**config.mk**
```make
export PLATFORM = sky130hd
export DESIGN_NAME = imem_fetch_initiator
export DESIGN_NICKNAME = d
export VERILOG_FILES = /design/src/rtl/imem_fetch_initiator.sv
export SDC_FILE = /design/constraint.sdc
export NUM_CORES = 1
export LEC_CHECK = 0
export CAP_MARGIN = 10
export CORE_MARGIN = 2
export CORE_UTILIZATION = 61
export DETAILED_ROUTE_END_ITERATION = 16
export PLACE_DENSITY = 0.86
export SETUP_SLACK_MARGIN = 0.4
export SYNTH_ARGS = -nofsm -noshare
export SYNTH_HDL_FRONTEND = slang
export SYNTH_SLANG_ARGS = --single-unit
```
**constraint.sdc**
```tcl
create_clock -name clk -period 19.2 [get_ports clk]
set_clock_uncertainty 0.2 [all_clocks]
set_input_delay 3.84 -clock clk [delete_from_list [all_inputs] [get_ports clk]]
set_output_delay 3.84 -clock clk [all_outputs]
set_load 0.01 [all_outputs]
```
**src/rtl/imem_fetch_initiator.sv**
```systemverilog
// imem_fetch_initiator
//   Requester end of the mem_itf instruction port. Issues one aligned 32-bit
//   read per instruction, with at most one request outstanding. Returned words
//   are buffered with their PC in a small FIFO, and the FIFO head is offered to
//   decode over a valid/ready handshake. A redirect replaces the fetch PC,
//   flushes the FIFO and drops any response still in flight.
//
// Parameters
//   RESET_PC  PC of the first fetch after reset
//   DEPTH     instruction FIFO entries (power of 2, >= 2)
//
// Ports
//   clk, rst        clock; asynchronous active-high reset
//   imem_addr       read address (word aligned, registered)
//   imem_rmask      4'hF for one cycle per request, else 4'h0 (registered)
//   imem_rdata      read data, valid with imem_resp
//   imem_resp       one-cycle response strobe per request
//   redirect_valid  load redirect_pc as the new fetch PC this cycle
//   redirect_pc     new fetch PC (low two bits ignored)
//   inst_valid      FIFO head holds an instruction
//   inst_ready      decode takes the head this cycle
//   inst, inst_pc   instruction word at the FIFO head and its PC
module imem_fetch_initiator #(
  parameter logic [31:0] RESET_PC = 32'h1eceb000,
  parameter int unsigned DEPTH    = 4
) (
  input  logic        clk,
  input  logic        rst,
  output logic [31:0] imem_addr,
  output logic [3:0]  imem_rmask,
  input  logic [31:0] imem_rdata,
  input  logic        imem_resp,
  input  logic        redirect_valid,
  input  logic [31:0] redirect_pc,
  output logic        inst_valid,
  input  logic        inst_ready,
  output logic [31:0] inst,
  output logic [31:0] inst_pc
);

  localparam int unsigned AW = (DEPTH > 1) ? $clog2(DEPTH) : 1;
  localparam int unsigned CW = AW + 1;
  localparam logic [CW-1:0] FULL = CW'(DEPTH);

  typedef enum logic {
    S_REQ,
    S_WAIT
  } state_t;

  state_t        state;
  logic [31:0]   pc;
  logic [31:0]   addr_q;
  logic [3:0]    rmask_q;
  logic          discard;

  logic [31:0]   fifo_inst [DEPTH];
  logic [31:0]   fifo_pc   [DEPTH];
  logic [AW-1:0] wr_ptr;
  logic [AW-1:0] rd_ptr;
  logic [CW-1:0] count;

  logic [31:0]   redirect_aligned;
  logic          push;
  logic          pop;

  // Low address bits are forced to zero regardless of what the caller sends.
  assign redirect_aligned = redirect_pc & 32'hFFFF_FFFC;

  // A redirect kills both the incoming word and any pop in the same cycle.
  assign push = (state == S_WAIT) && imem_resp && !discard && !redirect_valid;
  assign pop  = inst_valid && inst_ready && !redirect_valid;

  assign imem_addr  = addr_q;
  assign imem_rmask = rmask_q;
  assign inst_valid = (count != '0);
  assign inst       = fifo_inst[rd_ptr];
  assign inst_pc    = fifo_pc[rd_ptr];

  // Request FSM, fetch PC and the stale-response discard flag.
  always_ff @(posedge clk or posedge rst) begin
    if (rst) begin
      state   <= S_REQ;
      pc      <= RESET_PC;
      addr_q  <= RESET_PC;
      rmask_q <= '0;
      discard <= 1'b0;
    end else begin
      case (state)
        S_REQ: begin
          // Room is judged on the pre-flush count; a redirect in the same
          // cycle only changes the address the request goes to.
          if (count < FULL) begin
            rmask_q <= 4'hF;
            addr_q  <= redirect_valid ? redirect_aligned : pc;
            state   <= S_WAIT;
          end else begin
            rmask_q <= '0;
          end
          if (redirect_valid) begin
            pc <= redirect_aligned;
          end
        end
        S_WAIT: begin
          rmask_q <= '0;
          if (imem_resp) begin
            // The response that arrives with a redirect is itself the stale
            // one, so nothing is left to discard afterwards.
            state   <= S_REQ;
            discard <= 1'b0;
            if (redirect_valid) begin
              pc <= redirect_aligned;
            end else if (!discard) begin
              pc <= pc + 32'd4;
            end
          end else if (redirect_valid) begin
            pc      <= redirect_aligned;
            discard <= 1'b1;
          end
        end
        default: begin
          state   <= S_REQ;
          rmask_q <= '0;
        end
      endcase
    end
  end

  // Instruction FIFO pointers and occupancy.
  always_ff @(posedge clk or posedge rst) begin
    if (rst) begin
      wr_ptr <= '0;
      rd_ptr <= '0;
      count  <= '0;
    end else if (redirect_valid) begin
      wr_ptr <= '0;
      rd_ptr <= '0;
      count  <= '0;
    end else begin
      if (push) begin
        wr_ptr <= wr_ptr + 1'b1;
      end
      if (pop) begin
        rd_ptr <= rd_ptr + 1'b1;
      end
      case ({push, pop})
        2'b10:   count <= count + 1'b1;
        2'b01:   count <= count - 1'b1;
        default: count <= count;
      endcase
    end
  end

  // Storage is cleared on reset so the head reads as zero until the first push.
  always_ff @(posedge clk or posedge rst) begin
    if (rst) begin
      for (int unsigned i = 0; i < DEPTH; i++) begin
        fifo_inst[i] <= '0;
        fifo_pc[i]   <= '0;
      end
    end else if (push) begin
      fifo_inst[wr_ptr] <= imem_rdata;
      fifo_pc[wr_ptr]   <= pc;
    end
  end

endmodule

```
After elaboration in Yosys (flattened, before gate mapping):

Index checks and enable logic that the tools add are counted.

* register bits after elaboration: 333
* input bits: 69
* output and inout bits: 101

* add/subtract/negate cells: 5
* order comparisons: 4
* equal/unequal tests: 3
* muxes and demuxes: 28
* bitwise logic cells: 3
* reduce and logical (&&, ||, !) cells: 15

Operators by type and width (number)
* two-way mux 32 bit: 9
* bitwise mux 128 bit: 2
* binary-select mux 32 bit (select 2 bit): 2
* demux 32 bit (select 2 bit): 1
* one-hot mux 32 bit (2 select lines): 1
* adder 32 x 3 -> 32 bit (second input constant): 1
* two-way mux 2 bit: 4
* one-hot mux 4 bit (2 select lines): 1
* greater-or-equal comparator 3 bit (second input constant): 2
* logical AND 1 bit: 6
* NOT 2 -> 3 bit: 2
* one-hot mux 3 bit (2 select lines): 1
* nonzero test 2 bit: 3
* nonzero test 3 bit: 2
* adder 2 x 1 -> 2 bit (second input constant): 2
* two-way mux 1 bit: 4
* two-way mux 4 bit: 1
* != test 4 bit (second input constant): 1
* AND reduction 2 bit: 2
* adder 3 x 1 -> 3 bit (second input constant): 1
* less-than comparator 3 x 1 -> 1 bit (second input constant): 1
* less-than comparator 3 bit (second input constant): 1
* two-way mux 3 bit: 1
* subtractor 3 x 1 -> 3 bit (second input constant): 1
* other kinds (5): 6

Logic depth before layout (Yosys ltp):

Gate-level depths: netlist of the first run.

* word-level depth: 6
* mapped depth: 8
* gate-level depth less buffers: 6

Worst setup path before layout of the first run:

No wires, ideal clock.

* path kind: input -> register
* start point: in redirect_valid
* end point: reg count[2]
* data arrival time: 5998 ps
* path slack: 12877 ps
* cell stages on the path: 8
* buffers on the path: 4
* cells stage by stage: clkbuf_1 > clkbuf_1 > buf_1 > clkbuf_1 > nor2_1 > fa_1 > mux2_2 > mux2_2

* longest elaborated chain between the ends: 5
* elaborated cells between the ends (all ways): 8
* classes of those cells: eq/ne (2); mux (2); reduce/logical (4)

Ends and longest elaborated chain
* start: declaration: line 33 `input logic redirect_valid,`
* zero test 1 bit: line 70, 71
* logical AND 1 bit, on equally long branches: line 71, 70
* equality test 2 x 1 -> 1 bit / equality test 2 bit (equally long branches): line 145 `case ({push, pop})`
* one-hot mux 3 bit (2 select lines): line 145
* two-way mux 3 bit: line 134 `end else if (redirect_valid) begin`
* end signal: assignment: line 146 `2'b10: count <= count + 1'b1;`
* end signal: assignment: line 147 `2'b01: count <= count - 1'b1;`
* end signal: assignment: line 148 `default: count <= count;`
* end: declaration: line 60 `logic [CW-1:0] count;`

Parallel ways exist; a longest one is shown, timed or not.
A chain may end at the register's enable or synchronous reset.

Final worst setup path of the first run:

* start point: reg rd_ptr[0]
* end point: out inst_pc[31]

* longest elaborated chain between the ends: 4

Ends and longest elaborated chain
* start: declaration: line 59 `logic [AW-1:0] rd_ptr;`
* start signal: assignment: line 143 `rd_ptr <= rd_ptr + 1'b1;`
* NOT 2 -> 3 bit (not written as such): line 77 `assign inst_pc = fifo_pc[rd_ptr];`
* binary-select mux 32 bit (select 2 bit): line 77
* two-way mux 32 bit (not written as such) (2 in series): line 77
* end: declaration: line 38 `output logic [31:0] inst_pc`

No other way between the ends. The select of a mux whose other input is x is not followed.

==> flow_summary.yaml, run 1 <==
clock_network:
  max-clock-path-buffers: 3
  cts_sinks: 330
  clock-root-buffer: "clkbuf_16"
  ctsResizeCount: 0
  postCtsSetupBuffers: 0
  worstSkewPairLatency_ps: 510
  htreeDepth: 2
  cts-buffers-inserted: 35
  cts_hold_buf: 0
  clk_pin_slew_ps: 60
  cts_tree: "done"
final_layout:
  areaGrowthSynthToFinish_pct: 20.1
  fillers: 1519
  layout.nets: 1251
  layout-drive-gt1-share_pct: 35.2
  fin_area_um2: 17800
  multi_input_area_um2: 6200
  regArea_um2: 8300
global_route:
  grt_usage_pct: 26.2
  met1_usage_pct: 35.5
  grt_max_degree: 198
  met2_usage_pct: 43.5
  grtUsageMet3_pct: 5.40
  grt-ovfl-total: 0
  busiest_layer: "met2"
  grt_pass1_vias: 9972
  grt_pass1_wl_um: 53300
  antenna_found_initial: 3
floorplan:
  design.core.area_um2: 24100
  fp-row-count: 57
  dieArea_um2: 25600
  die_y_um: 160
  ios: 170
  start_util_pct: 61.5
  die_w_um: 160
worst_hold_path:
  hold_depth: 2
  worstHoldPathType: "reg -> reg"
  min_from: "imem_addr[19]$_DFFE_PP1P_"
  min_to: "imem_addr[19]$_DFFE_PP1P_"
run_status:
  status: "complete, no violations"
detailed_routing:
  via_per_inst: 6.09
  routed_wl_um: 32600
  ant_nets: 0
  drc: 0
  routedWlPerCell_um: 21.4
  vias: 9294
  drt_pass1_iterations: 5
  drt_iter0_markers: 705
power:
  peakVddDrop_uv: 87.4
  p_sw_uw: 765
  internal_power_uw: 1870
  p_leak_uw: 0.00792
  pwr-share-comb_pct: 34.3
  seqPwrFrac_pct: 40.2
  power.density_nw_per_um2: 148
  pwr-share-clk_pct: 25.5
  swShare_pct: 29.0
setup_path:
  required_ps: 15160
  cp.arrival_ps: 3210
  r2r_setup_slack_ps: 15980
  path_max_fanout: 44
  r2r_cells: 4
  cp-end-kind: "primary output"
  r2r-end: "fifo_pc[49]$_DFFE_PP0P_"
  r2r-start: "state$_DFF_PP0_"
  timing_worst_setup_path_type: "reg -> out"
  cp-start-kind: "register"
synth:
  async_flop_share_pct: 100
  synth_cell_type_count: 53
  synth_enable_flop_cells: 0
  synthFlopType: "dfrtp_1"
  syn_area_um2: 14800
  yosysTopAreaCellShare_pct: 51.7
  ys_ff_latch: 330
  ys_warn_count: 0
  yosysTopAreaCell: "dfrtp_1"
  ys_seq_area_share_pct: 55.9
  synth_nets: 1124
  avgSynthCellArea_um2: 14.1
  netlist_top_cells_area: "dfrtp_1 (52%), mux2_2 (20%), mux4_2 (9.7%)"
  postSynthCellCount: 1049
placement:
  place_hpwl_um: 18800
  dpl_cell_area_um2: 16600
  gp_congestion: 0.811
  numPortBuffers: 167
timing:
  setup_viol: 0
  fin_crit_sh_pct: 37.8
  rsz0062_at_grt: "false"
  tns_ps: 0
  slew_headroom_pct: 23.9
  fmax_mhz: 138
  finalHoldViolCount: 0
  slew_viol_final: 0
  worstMarginPinSlew_ps: 1130
  final.min_clock_period_ps: 7250
job:
  maxCapViolCount: 0
[logic make-up after synthesis]
family	Yosys count	share of synthesized area [%]
adders and majority gates	6	0.557
buffers and inverters	89	2.42
muxes	335	30.2
AOI/OAI and AO/OA	97	3.82
DFF	330	55.9
and+or+nand+nor	180	6.32
xor gates and xnor gates	12	0.709
[state kept, by name, summed over array words and instances, names as in the netlist]
signal	count
fifo_inst	128
fifo_pc	128
imem_addr	32
pc	32
count	3
rd_ptr	2
wr_ptr	2
discard	1
imem_rmask	1
state	1
[worst max path at each step]
stage / slack [ps] / end / start
6_report: 11950 / inst_pc[31] / rd_ptr[0]$_DFFE_PP0P_
2_1_floorplan: 6060 / count[0]$_DFFE_PP0P_ / rst
3_3_place_gp: 12100 / fifo_inst[109]$_DFFE_PP0P_ / imem_resp
3_5_place_dp: 12010 / fifo_inst[76]$_DFFE_PP0P_ / imem_resp
4_1_cts: 11820 / inst_pc[30] / rd_ptr[0]$_DFFE_PP0P_
5_1_grt: 11700 / inst_pc[8] / rd_ptr[0]$_DFFE_PP0P_
[per-stage QoR]
step                util, %  instances  hold slack, ps  total power [uW]  worst slack, ps
floorplan                 -       1049             274              1560             6060
global placement       69.0       1463             269              1940            12100
finish                 73.8       1526             282              2640            11950
global route           73.8       1525             305              2770            11700
CTS                    73.8       1525             287              2660            11820
detailed placement     69.0       1463             273              1970            12010
[placed cells by master (no fill, tap or decap), types with 2 or more instances in the layout]
| master | synthesis | routed |
|---|---|---|
| or4_1 | 15 | 15 |
| clkbuf_1 | 55 | 9 |
| nand4_1 | 12 | 12 |
| xor2_1 | 6 | 6 |
| and2_1 | 5 | 5 |
| mux2i_1 | 9 | 9 |
| nand3_1 | 21 | 21 |
| buf_4 | 3 | 2 |
| dfstp_2 | 24 | 24 |
| clkbuf_16 | 0 | 37 |
| mux4_2 | 64 | 64 |
| nand2_4 | 0 | 4 |
| inv_1 | 7 | 6 |
| clkdlybuf4s50_1 | 0 | 166 |
| o21ai_0 | 48 | 48 |
| a31oi_1 | 8 | 8 |
| dfrtp_1 | 306 | 304 |
| o211ai_1 | 2 | 2 |
| xnor2_1 | 6 | 6 |
| and3_1 | 4 | 4 |
| nor3_1 | 3 | 3 |
| clkbuf_8 | 0 | 7 |
| nor2b_1 | 14 | 14 |
| o31ai_1 | 5 | 5 |
| mux2_2 | 262 | 262 |
| nor2_1 | 17 | 17 |
| a21oi_1 | 16 | 16 |
| and4_1 | 2 | 2 |
| clkinv_2 | 0 | 6 |
| nor4_1 | 2 | 2 |
| clkinv_1 | 2 | 2 |
| or2_2 | 2 | 2 |
| bufinv_16 | 0 | 2 |
| ha_1 | 5 | 5 |
| or3_1 | 3 | 3 |
| a21boi_0 | 10 | 10 |
| or4_2 | 2 | 2 |
| nand2_1 | 69 | 65 |
| dfrtp_4 | 0 | 2 |
[power groups by stage]
stage / sequential (uW) / combinational (uW) / clock (uW)
3_5_place_dp: 1070 / 905 / 0
3_3_place_gp: 1050 / 884 / 0
6_report: 1060 / 905 / 672
4_1_cts: 1060 / 916 / 683
2_1_floorplan: 1010 / 545 / 0
5_1_grt: 1090 / 965 / 712
[layout make-up]
class | instances | share of cell area (%)
Sequential cell | 330 | 46.6
Multi-Input combinational cell | 630 | 34.8
Timing Repair Buffer | 170 | 9.56
Clock buffer | 53 | 5.93
Tap cell | 324 | 2.28
Clock inverter | 9 | 0.548
Inverter | 9 | 0.232
Antenna cell | 1 | 0.0141
[worst max-delay path: stages, from the launching register on]
cell and delay [ps]:
dfrtp_4 730, buf_4 790, mux4_2 610, clkdlybuf4s50_1 550
[layer usage]
metal / part of all wire [%] / wire length, um
met1: 42 / 13800
met2: 50 / 16400
met4: 2.1 / 671
met3: 5.4 / 1750
met5: 0.061 / 20
[cell usage after synthesis, drive strengths merged, types with 16 or more instances]
cell and count:
dfrtp 306, a21oi 16, nor2 17, mux2 262
nand3 21, mux4 64, or4 17, buf 23
nand2 69, clkbuf 57, o21ai 48, dfstp 24
No activity file was read; power rests on OpenSTA's default activity.
==> run 2: changes to the inputs <==
CORE_UTILIZATION = 56   (was 61)
PLACE_DENSITY = 0.8   (was 0.86)
clock period = 7.4 ns   (was 19.2 ns; I/O delays follow)
==> flow_summary.yaml, run 2 (synthesis gave the netlist of run 1 again) <==
placement:
  place_hpwl_um: 19000
  dp_cells: 1478
  gp_congestion: 0.763
  numPortBuffers: 167
timing:
  slew_viol_final: 0
  finalHoldViolCount: 0
  fin_crit_sh_pct: 66.1
  tns_ps: 0
  worstMarginPinSlew_ps: 1140
  fmax_mhz: 204
  final.min_clock_period_ps: 4890
  setup_viol: 0
  rsz0062_at_grt: "false"
  holdWs_ps: 285
  slew_headroom_pct: 23.9
floorplan:
  dieArea_um2: 27800
  die_y_um: 167
  design.core.area_um2: 26000
  die_w_um: 167
  fp-row-count: 59
  start_util_pct: 57.0
  ios: 170
setup_path:
  path_max_fanout: 47
  cp-start-kind: "register"
  r2r_setup_slack_ps: 4190
  r2r-start: "state$_DFF_PP0_"
  required_ps: 5720
  timing.critical_path.from: "rd_ptr[0]$_DFFE_PP0P_"
  timing_worst_setup_path_type: "reg -> out"
  cp-end-kind: "primary output"
  cp.arrival_ps: 3210
final_layout:
  layout_commonest_cell: "dfrtp_1"
  layout.nets: 1256
  top_regs: "fifo_inst x128, fifo_pc x128"
  layout-drive-gt1-share_pct: 35.6
  fillers: 1791
  multi_input_area_um2: 6200
  finish.utilization_pct: 68.6
  areaGrowthSynthToFinish_pct: 20.3
  regArea_um2: 8300
  layout.cells.non_filler: 1543
  layout_common_cells: "dfrtp_1 (304), mux2_2 (262), clkdlybuf4s50_1 (166)"
detailed_routing:
  routedWlPerCell_um: 20.7
  drt_pass1_iterations: 5
  via_per_inst: 5.95
  vias: 9183
  drt_iter0_markers: 517
  routed_wl_um: 31900
  ant_nets: 0
  drc: 0
global_route:
  grt_pass1_vias: 9714
  grt-ovfl-total: 0
  grt_usage_pct: 23.4
  antenna_found_initial: 2
  grt_pass1_wl_um: 52100
  grt_max_degree: 106
clock_network:
  cts_hold_buf: 0
  cts_tree: "done"
  cts-buffers-inserted: 36
  ctsResizeCount: 0
  max-clock-path-buffers: 3
  htreeDepth: 2
  worstSkewPairLatency_ps: 500
  postCtsSetupBuffers: 0
  clk_pin_slew_ps: 60
  cts_sinks: 330
  clock-root-buffer: "clkbuf_16"
worst_hold_path:
  min_from: "imem_addr[18]$_DFFE_PP1P_"
  worstHoldPathType: "reg -> reg"
power:
  power.density_nw_per_um2: 380
  p_leak_uw: 0.00792
  peakVddDrop_uv: 267
run_status:
  status: "complete, no violations"
job:
  maxCapViolCount: 0
run 2: worst paths after layout:
check | to | cells after the start
min | imem_addr[18]$_DFFE_PP1P_ | 2
max in group asynchronous | fifo_pc[78]$_DFFE_PP0P_ | 4
min reg2reg | imem_addr[18]$_DFFE_PP1P_ | 2
min in group asynchronous | fifo_pc[5]$_DFFE_PP0P_ | 2
max reg2reg | fifo_inst[75]$_DFFE_PP0P_ | 4
max | inst_pc[31] | 3
run 2: layout make-up:
class | count | area share, %
Antenna cell | 1 | 0.0140
Clock buffer | 51 | 5.83
Clock inverter | 13 | 0.548
Inverter | 9 | 0.211
Multi-Input combinational cell | 630 | 34.8
Sequential cell | 330 | 46.5
Tap cell | 335 | 2.35
Timing Repair Buffer | 174 | 9.72
run 2: metal layers:
| layer | vias to the layer above | track usage, % | wire length, um |
|---|---|---|---|
| li1 | 4123 | - | - |
| met1 | 4794 | 32.9 | 14500 |
| met2 | 219 | 37.9 | 15300 |
| met3 | 45 | 4.73 | 1570 |
| met4 | 2 | 5.73 | 569 |
| met5 | - | 0 | 13 |
run 2: critical path: stages (launching register included):
cell and delay (ps):
dfrtp_4 1070, buf_4 530, mux4_2 550, clkdlybuf4s50_1 540
run 2: report_power, final:
part	internal (uW)	total (uW)	switching (uW)	leakage [uW]
Combinational	1440	2290	850	0.00311
Clock	1010	1710	698	0.000558
Sequential	2360	2770	412	0.00425
Total	4820	6770	1960	0.00792
run 2: stage by stage:
step | total power [uW] | setup slack, ps | area (um^2)
global placement | 5040 | 2620 | 16700
floorplan | 4040 | 1330 | 14800
global route | 7130 | 2260 | 17800
finish | 6770 | 2510 | 17800
CTS | 6850 | 2400 | 17800
detailed placement | 5110 | 2550 | 16700
